## config.mk

```make
export PLATFORM = sky130hd
export DESIGN_NAME = cdc_fifo_read_scheduler
export DESIGN_NICKNAME = d
export VERILOG_FILES = /design/src/rtl/cdc_fifo_read_scheduler.sv
export SDC_FILE = /design/constraint.sdc
export NUM_CORES = 1
export LEC_CHECK = 0
export ABC_CLOCK_PERIOD_IN_PS = 3300
export CORE_MARGIN = 1.5
export CORE_UTILIZATION = 40
export DETAILED_ROUTE_END_ITERATION = 16
export GPL_TIMING_DRIVEN = 0
export PLACE_DENSITY = 0.65
export SLEW_MARGIN = 20
export SYNTH_ARGS = -nofsm -noshare
export SYNTH_HDL_FRONTEND = slang
export SYNTH_SLANG_ARGS = --single-unit
```

## constraint.sdc

```tcl
create_clock -name clk_i -period 3.3 [get_ports clk_i]
set_input_delay 0.825 -clock clk_i [delete_from_list [all_inputs] [get_ports clk_i]]
set_output_delay 0.825 -clock clk_i [all_outputs]
set_load 0.02 [all_outputs]
```

## src/rtl/cdc_fifo_read_scheduler.sv

```systemverilog
// Read-side pacer for the slow-to-fast audio CDC FIFO: primes to a fill level, then pops one sample per tick.
// Optional CDC_SCHED_UNDERRUN_MUTE_EN: output zero instead of repeating the last sample on underrun.
module cdc_fifo_read_scheduler #(
    parameter int PKT_WIDTH      = 16,
    parameter int TICK_DIV       = 136,
    parameter int PRIME_TICKS    = 2,
    parameter int UNDERRUN_LIMIT = 4,
    parameter int CNT_WIDTH      = 8
) (
    input  logic                 clk_i,
    input  logic                 rst_i,
    input  logic                 enable_i,
    input  logic                 fifoEmpty_i,
    input  logic [PKT_WIDTH-1:0] fifoPkt_i,
    output logic                 rdEN_o,
    output logic [PKT_WIDTH-1:0] sample_o,
    output logic                 sampleValid_o,
    output logic [1:0]           state_o,
    output logic [CNT_WIDTH-1:0] underrunCnt_o
);

    // state | meaning
    // IDLE  | disabled, counters parked, no pops
    // PRIME | letting the FIFO fill until PRIME_TICKS non-empty ticks in a row
    // RUN   | one pop and one sample strobe per tick
    // DRAIN | popping on alternate cycles until the FIFO reports empty
    typedef enum logic [1:0] {
        IDLE  = 2'b00,
        PRIME = 2'b01,
        RUN   = 2'b10,
        DRAIN = 2'b11
    } state_t;

    localparam int TW = $clog2(TICK_DIV);
    localparam int PW = $clog2(PRIME_TICKS + 1);
    localparam int UW = $clog2(UNDERRUN_LIMIT + 1);
    localparam logic [TW-1:0] TICK_LAST  = TW'(TICK_DIV - 1);
    localparam logic [PW-1:0] PRIME_DONE = PW'(PRIME_TICKS);
    localparam logic [UW-1:0] UNDER_MAX  = UW'(UNDERRUN_LIMIT);

    state_t                state, nextState;
    logic [TW-1:0]         tickCnt, tickNext;
    logic                  tick_c;
    logic [PW-1:0]         primeCnt, primeNext, primeInc;
    logic [UW-1:0]         consecCnt, consecNext, consecInc;
    logic                  rdENNext, validNext;
    logic [PKT_WIDTH-1:0]  sampleNext;
    logic [CNT_WIDTH-1:0]  underrunNext;

    assign tick_c  = (state == PRIME || state == RUN) && (tickCnt == TICK_LAST);
    assign state_o = state;

    always_comb begin
        tickNext = tickCnt + TW'(1);
        if (state == IDLE || state == DRAIN || tick_c) begin
            tickNext = '0;
        end
    end

    always_comb begin
        nextState    = state;
        primeNext    = primeCnt;
        consecNext   = consecCnt;
        rdENNext     = 1'b0;
        validNext    = 1'b0;
        sampleNext   = sample_o;
        underrunNext = underrunCnt_o;
        primeInc     = primeCnt + PW'(1);
        consecInc    = consecCnt + UW'(1);
        case (state)
            IDLE: begin
                primeNext = '0;
                if (enable_i) nextState = PRIME;
            end
            PRIME: begin
                if (!enable_i) begin
                    nextState = DRAIN;
                end else if (tick_c) begin
                    if (fifoEmpty_i) begin
                        primeNext = '0;
                    end else begin
                        primeNext = primeInc;
                        if (primeInc == PRIME_DONE) begin
                            nextState  = RUN;
                            consecNext = '0;
                        end
                    end
                end
            end
            RUN: begin
                // disable wins over a coincident tick: no pop, no strobe
                if (!enable_i) begin
                    nextState = DRAIN;
                end else if (tick_c) begin
                    validNext = 1'b1;
                    if (!fifoEmpty_i) begin
                        rdENNext   = 1'b1;
                        sampleNext = fifoPkt_i;
                        consecNext = '0;
                    end else begin
`ifdef CDC_SCHED_UNDERRUN_MUTE_EN
                        sampleNext = '0;
`else
                        sampleNext = sample_o;
`endif
                        if (underrunCnt_o != '1) underrunNext = underrunCnt_o + CNT_WIDTH'(1);
                        consecNext = consecInc;
                        if (consecInc == UNDER_MAX) begin
                            nextState = PRIME;
                            primeNext = '0;
                        end
                    end
                end
            end
            DRAIN: begin
                // skip a cycle after each pop so the empty flag can catch up
                primeNext = '0;
                rdENNext  = !fifoEmpty_i && !rdEN_o;
                if (fifoEmpty_i && !rdEN_o) nextState = IDLE;
            end
            default: nextState = IDLE;
        endcase
    end

    always_ff @(posedge clk_i) begin
        if (rst_i) begin
            state         <= IDLE;
            tickCnt       <= '0;
            primeCnt      <= '0;
            consecCnt     <= '0;
            rdEN_o        <= 1'b0;
            sampleValid_o <= 1'b0;
            sample_o      <= '0;
            underrunCnt_o <= '0;
        end else begin
            state         <= nextState;
            tickCnt       <= tickNext;
            primeCnt      <= primeNext;
            consecCnt     <= consecNext;
            rdEN_o        <= rdENNext;
            sampleValid_o <= validNext;
            sample_o      <= sampleNext;
            underrunCnt_o <= underrunNext;
        end
    end

endmodule

```

==> flow_summary.ini, run 1 <==
[global_route]
met2_track_utilization_from_global_routing_pct = 27.2
grt_start_max_net_pins = 14
met1_usage_pct = 23.0
first_global_vias = 1532
gr-usage-met3_pct = 5.08
busiest_layer = met2
global_route.usage.total_pct = 17.4
grt_first_pass_wirelength_mm = 7.29
antenna_violations_before_repair = 0
global_route.overflow_total = 0

[critical_path]
worst_setup_sp = enable_i
timing.critical_path.from_type = input pin
cp_data_required_time_ns = 3.47
end_kind = flop
crit_type = input pin to flop
rr_endpoint = sample_o[2]
cp.arrival_ns = 2.79
timing.reg2reg.setup_slack_ns = 0.72
worstReg2RegStart = state_o[0]
worst_r2r_path_depth = 7
path_max_fanout = 10

[sta]
fmax_mhz = 381
timing_hold_violations_final = 0
hold-worst-slack_ns = 0.442
layout_min_cycle_time_ns = 2.62
fin_crit_sh_pct = 79.4
max_slew_vio_count = 0
fin_tns_setup_ns = 0
setup_slack_ns = 0.679
timing_worst_slew_pin_value_ns = 0.733
finClkSkew_ns = 0.00766
grt_setup_unrepaired = false
worst_slew_margin_rel_pct = 51.0
count_of_final_setup_violators = 0

[drt]
route.vias.total = 1746
route.final.wire_length_mm = 4.45
vias_per_cell = 5.14
routed_wire_length_per_instance_um = 13.1
drt_iter0_markers = 68
drt_pre_antenna_iters = 4
drc_viols = 0
drt.antenna.violating_nets = 0

[logic_synthesis]
ys_async_rst_share_pct = 0
yosys_warns = 0
synth.avg_cell_area_um2 = 9.15
postSynthNetCount = 251
syn_inst = 220
part_of_the_yosys_area_used_for_sequential_elements_pct = 40.8
synthFlopType = sky130_fd_sc_hd__dfxtp_1
syn-cell-area_mm2 = 0.00201
synth.distinct_cells = 47
postSynthRegisterBits = 41
synth-edff-count = 0

[power]
power_density_mw_per_mm2 = 436
leakage_nw = 0.940
ir_worst_vdd_mv = 0.300

[clock_network]
clk-insertion-delay-late_ns = 0.29
cts.reportedPaths.clkPinSlew_ns = 0.08
h-tree-depth = 2
clock_sink_count = 41
cts_tree = built
total_setup_buffers_inserted_after_cts = 0
cts.hold.buffers_added = 0
root_buffer_master = sky130_fd_sc_hd__clkbuf_8
number_of_clock_buffers_inserted_by_tritoncts = 5
clockBufferDepth = 2
postCtsResizedCells = 0

[cells_and_area]
antenna_cells_inserted = 0
area_delta_synth_final_pct = 31.3
design.final.nets = 303
count_of_filler_cells_inserted_in_the_layout = 461
instances_no_fill = 340
finish.instance_area_mm2 = 0.00264
drive_above_1_share_pct = 6.96

[die]
die_area_mm2 = 0.00546
chipWidth_um = 73.9
num_rows = 25
initial_core_util_pct = 42.0
placeableCoreArea_mm2 = 0.00479
dieHeight_um = 73.9
design.portCount = 48

[min_path]
worst_hold_endpoint = tickCnt[0]
type_of_the_worst_min_delay_path = flop to flop
min_path_cells = 1
hold_path.startpoint = tickCnt[0]

[placement]
io_buf_count = 45
dp_worst_setup_slack_ns = 0.344
dp_hpwl_mm = 3.23
placedInstanceArea_mm2 = 0.00255
dp.cells = 332
gp_congestion = 0.833

[flow_run]
drv.max_cap_violation_count = 0

[run_status]
outcome = completed
[metal layers]
layer | vias up | share of wire (%)
met5 | - | 0
li1 | 906 | -
met1 | 809 | 48
met4 | 0 | 0.58
met3 | 2 | 3.3
met2 | 29 | 48
[through the flow]
stage,total power [mW],utilization (%)
floorplan,0.724,-
global placement,0.810,53.2
detailed placement,0.812,53.2
CTS,1.16,55.2
global route,1.22,55.2
finish,1.15,55.2
[cell usage in the layout, fill, tap and decap left out, drive strengths merged, types with 6 or more instances in the layout]
cell           instances
a21oi                 11
clkbuf                13
clkdlybuf4s50         45
dfxtp                 41
ha                    11
inv                   11
mux2i                 17
nand2                 13
nand3                 10
nor2                  34
or4                    7
xor2                   6
[cell usage after synthesis (2+ instances only)]
master	instances	share of area [%]
sky130_fd_sc_hd__and3_1	2	0.62
sky130_fd_sc_hd__a41o_1	2	1.0
sky130_fd_sc_hd__nand3_1	10	2.5
sky130_fd_sc_hd__xor2_1	6	2.6
sky130_fd_sc_hd__o31ai_1	4	1.5
sky130_fd_sc_hd__or4_1	6	2.2
sky130_fd_sc_hd__ha_1	11	6.8
sky130_fd_sc_hd__mux2i_1	17	8.5
sky130_fd_sc_hd__a21oi_1	11	2.7
sky130_fd_sc_hd__o2111ai_1	3	1.3
sky130_fd_sc_hd__o21ai_0	2	0.50
sky130_fd_sc_hd__clkbuf_1	7	1.3
sky130_fd_sc_hd__or3_1	2	0.62
sky130_fd_sc_hd__nand4_1	4	1.2
sky130_fd_sc_hd__dfxtp_1	41	41
sky130_fd_sc_hd__nor2b_1	2	0.62
sky130_fd_sc_hd__nand2_1	13	2.4
sky130_fd_sc_hd__a41oi_1	2	0.87
sky130_fd_sc_hd__o41ai_1	2	0.87
sky130_fd_sc_hd__inv_1	11	2.1
sky130_fd_sc_hd__a31oi_1	2	0.62
sky130_fd_sc_hd__a211oi_1	2	0.75
sky130_fd_sc_hd__nor2_1	34	6.3
[cells by family after synthesis]
logic type | synth area share (%)
compound gates | 13.1
fa+ha+maj | 6.84
flops | 40.8
mux | 8.46
xor+xnor | 3.05
simple gates | 23.6
buf+inv | 4.17
[state kept, by name, indices dropped and copies added (netlist names)]
register / flops
primeCnt: 2
underrunCnt_o: 8
rdEN_o: 1
consecCnt: 3
tickCnt: 8
sampleValid_o: 1
state_o: 2
sample_o: 16
[worst max-delay path: stages]
cell                              delay (ns)
sky130_fd_sc_hd__clkdlybuf4s50_1        0.49
sky130_fd_sc_hd__nand2_1                0.15
sky130_fd_sc_hd__nor4_4                 0.62
sky130_fd_sc_hd__buf_2                  0.42
sky130_fd_sc_hd__mux2i_1                0.23
sky130_fd_sc_hd__nor2_1                 0.06
[power by group]
group	total [mW]	switching, mW	internal (mW)
clock network	0.349	0.179	0.170
logic	0.263	0.148	0.115
registers	0.539	0.0248	0.514
[layout make-up]
cell class | instances | area (um^2) | share of cell area (%)
multi-input cells | 159 | 1110 | 41.9
flip-flops and latches | 41 | 821 | 31.1
repair buffers | 45 | 450 | 17.0
well taps | 67 | 83.8 | 3.17
clock buffers | 6 | 82.6 | 3.13
plain buffers | 9 | 42.5 | 1.61
inverters | 11 | 41.3 | 1.56
clock inverters | 2 | 13.8 | 0.521
[how the worst max path moves through the flow]
stage,endpoint,slack [ns],cells after the start
3_5_place_dp,sample_o[2],0.34,6
3_3_place_gp,sample_o[5],0.38,6
5_1_grt,sample_o[2],0.50,7
2_1_floorplan,underrunCnt_o[5],0.79,6
6_report,sample_o[2],0.68,6
4_1_cts,sample_o[2],0.66,6
Power figures use the tool's default switching activity.
==> inputs of run 2 (changes only) <==
--- a/config.mk
+++ b/config.mk
@@ -5,12 +5,12 @@
 export SDC_FILE = /design/constraint.sdc
 export NUM_CORES = 1
 export LEC_CHECK = 0
-export ABC_CLOCK_PERIOD_IN_PS = 3300
+export ABC_CLOCK_PERIOD_IN_PS = 2300
 export CORE_MARGIN = 1.5
 export CORE_UTILIZATION = 40
 export DETAILED_ROUTE_END_ITERATION = 16
 export GPL_TIMING_DRIVEN = 0
-export PLACE_DENSITY = 0.65
+export PLACE_DENSITY = 0.67
 export SLEW_MARGIN = 20
 export SYNTH_ARGS = -nofsm -noshare
 export SYNTH_HDL_FRONTEND = slang
==> constraint.sdc (replaced) <==
create_clock -name clk_i -period 2.3 [get_ports clk_i]
set_input_delay 0.575 -clock clk_i [delete_from_list [all_inputs] [get_ports clk_i]]
set_output_delay 0.575 -clock clk_i [all_outputs]
set_load 0.02 [all_outputs]
==> run 2 against run 1 <==
Effect of this change:
- setup slack worse by 0.65 ns
- flip-flop and latch count unchanged
- via count up 3.2%
- critical path type is now flop to flop
==> flow_summary.ini, run 2 (synthesized netlist as in run 1, its figures left out) <==
[sta]
grt_setup_unrepaired = true
max_slew_vio_count = 0
count_of_final_setup_violators = 0
timing_worst_slew_pin_value_ns = 0.723
fin_tns_setup_ns = 0
timing_hold_violations_final = 0
finClkSkew_ns = 0.00581
hold-worst-slack_ns = 0.447
fin_crit_sh_pct = 98.8
worst_slew_margin_rel_pct = 51.7
layout_min_cycle_time_ns = 2.27
fmax_mhz = 440

[global_route]
antenna_violations_before_repair = 0
global_route.overflow_total = 0
global_route.usage.total_pct = 17.2
grt_first_pass_wirelength_mm = 7.36
grt_start_max_net_pins = 13
first_global_vias = 1623

[drt]
vias_per_cell = 5.21
route.final.wire_length_mm = 4.36
route.vias.total = 1801
routed_wire_length_per_instance_um = 12.6
drt_pre_antenna_iters = 4
drc_viols = 0
drt.antenna.violating_nets = 0
drt_iter0_markers = 47

[cells_and_area]
drive_above_1_share_pct = 14.3
largest_register_ffs = 16
antenna_cells_inserted = 0
final_util_pct = 57.5
highest_count_cells_in_the_layout_ignoring_fill_and_taps = sky130_fd_sc_hd__clkdlybuf4s50_1 (45), sky130_fd_sc_hd__dfxtp_1 (39), sky130_fd_sc_hd__nor2_1 (34)
reg_top3 = sample_o (16), tickCnt (8), underrunCnt_o (8)
area_delta_synth_final_pct = 36.8
finish.instance_area_mm2 = 0.00275
top_register_by_number_of_flip_flops = sample_o
count_of_filler_cells_inserted_in_the_layout = 440
design.final.nets = 309
layout_commonest_cell = sky130_fd_sc_hd__clkdlybuf4s50_1

[placement]
dp_hpwl_mm = 3.13
placedInstanceArea_mm2 = 0.00255
io_buf_count = 45
gp_congestion = 0.817

[run_status]
outcome = completed

[die]
dieHeight_um = 73.9
chipWidth_um = 73.9
initial_core_util_pct = 42.0
num_rows = 25
placeableCoreArea_mm2 = 0.00479
design.portCount = 48
die_area_mm2 = 0.00546

[clock_network]
cts.reportedPaths.clkPinSlew_ns = 0.07
cts.hold.buffers_added = 0
clockBufferDepth = 2
clock_sink_count = 41
h-tree-depth = 2
cts_tree = built
number_of_clock_buffers_inserted_by_tritoncts = 5
clk-insertion-delay-late_ns = 0.29
root_buffer_master = sky130_fd_sc_hd__clkbuf_8

[power]
leakage_nw = 0.967
power_density_mw_per_mm2 = 615
ir_worst_vdd_mv = 0.341

[critical_path]
crit_type = flop to flop
end_kind = flop
path_max_fanout = 6
cp_data_required_time_ns = 2.52
cp.arrival_ns = 2.50
timing.critical_path.from_type = flop

[min_path]
type_of_the_worst_min_delay_path = flop to flop

[flow_run]
drv.max_cap_violation_count = 0
==> run 2: layer usage <==
layer  vias up  global-route usage (%)  wire length, um  share of wire, %
li1        909                       -                -                 -
met1       854                    22.9             2070                47
met2        32                    27.5             2090                48
met3         6                    4.12              149               3.4
met4         0                    5.56               48               1.1
met5         -                       0                0                 0
==> run 2: critical path, stage by stage (launching register included) <==
cell and delay, ns:
sky130_fd_sc_hd__dfxtp_4 0.39, sky130_fd_sc_hd__clkinvlp_4 0.14, sky130_fd_sc_hd__ha_4 0.30, sky130_fd_sc_hd__nand4b_1 0.14
sky130_fd_sc_hd__or4_4 0.55, sky130_fd_sc_hd__buf_6 0.15, sky130_fd_sc_hd__or4_4 0.41, sky130_fd_sc_hd__a21oi_2 0.12
==> run 2: power breakdown <==
group | switching, mW | internal [mW] | leakage [nW] | total, mW
clock network | 0.236 | 0.210 | 0.0450 | 0.446
logic | 0.240 | 0.221 | 0.590 | 0.461
registers | 0.0405 | 0.746 | 0.332 | 0.787
total | 0.516 | 1.18 | 0.967 | 1.69
==> run 2: final timing paths <==
kind	end	depth (start not counted)	startpoint	slack [ns]
worst max-delay path	underrunCnt_o[5]	7	state_o[0]	0.03
worst min-delay path	tickCnt[0]	1	tickCnt[0]	0.45
worst max register to register	underrunCnt_o[5]	7	state_o[0]	0.03
worst min register to register	tickCnt[0]	1	tickCnt[0]	0.45
==> run 2: per-stage QoR <==
| stage | total power [mW] | std cells | setup WS, ns |
|---|---|---|---|
| global route | 1.80 | 346 | -0.0878 |
| finish | 1.69 | 346 | 0.0284 |
| global placement | 1.17 | 332 | -0.349 |
| floorplan | 1.04 | 220 | 0.0389 |
| detailed placement | 1.17 | 332 | -0.368 |
| CTS | 1.62 | 342 | 0.00399 |
==> run 2: final cells by class <==
| type | instances | area [um^2] | share of cell area, % |
|---|---|---|---|
| clock buffer | 6 | 72.6 | 2.64 |
| inverter | 11 | 48.8 | 1.77 |
| buffer | 8 | 38.8 | 1.41 |
| tap | 67 | 83.8 | 3.05 |
| clock inverter | 2 | 10.0 | 0.364 |
| sequential | 41 | 828 | 30.1 |
| timing repair buffer | 52 | 500 | 18.2 |
| multi-input combinational | 159 | 1170 | 42.5 |
==> run 2: what timing repair did <==
action,4_1_cts,5_1_grt
setup endpoints to repair,16,19
resized for setup,1,15
cloned,0,1
pin swaps,1,8
setup buffers,2,4
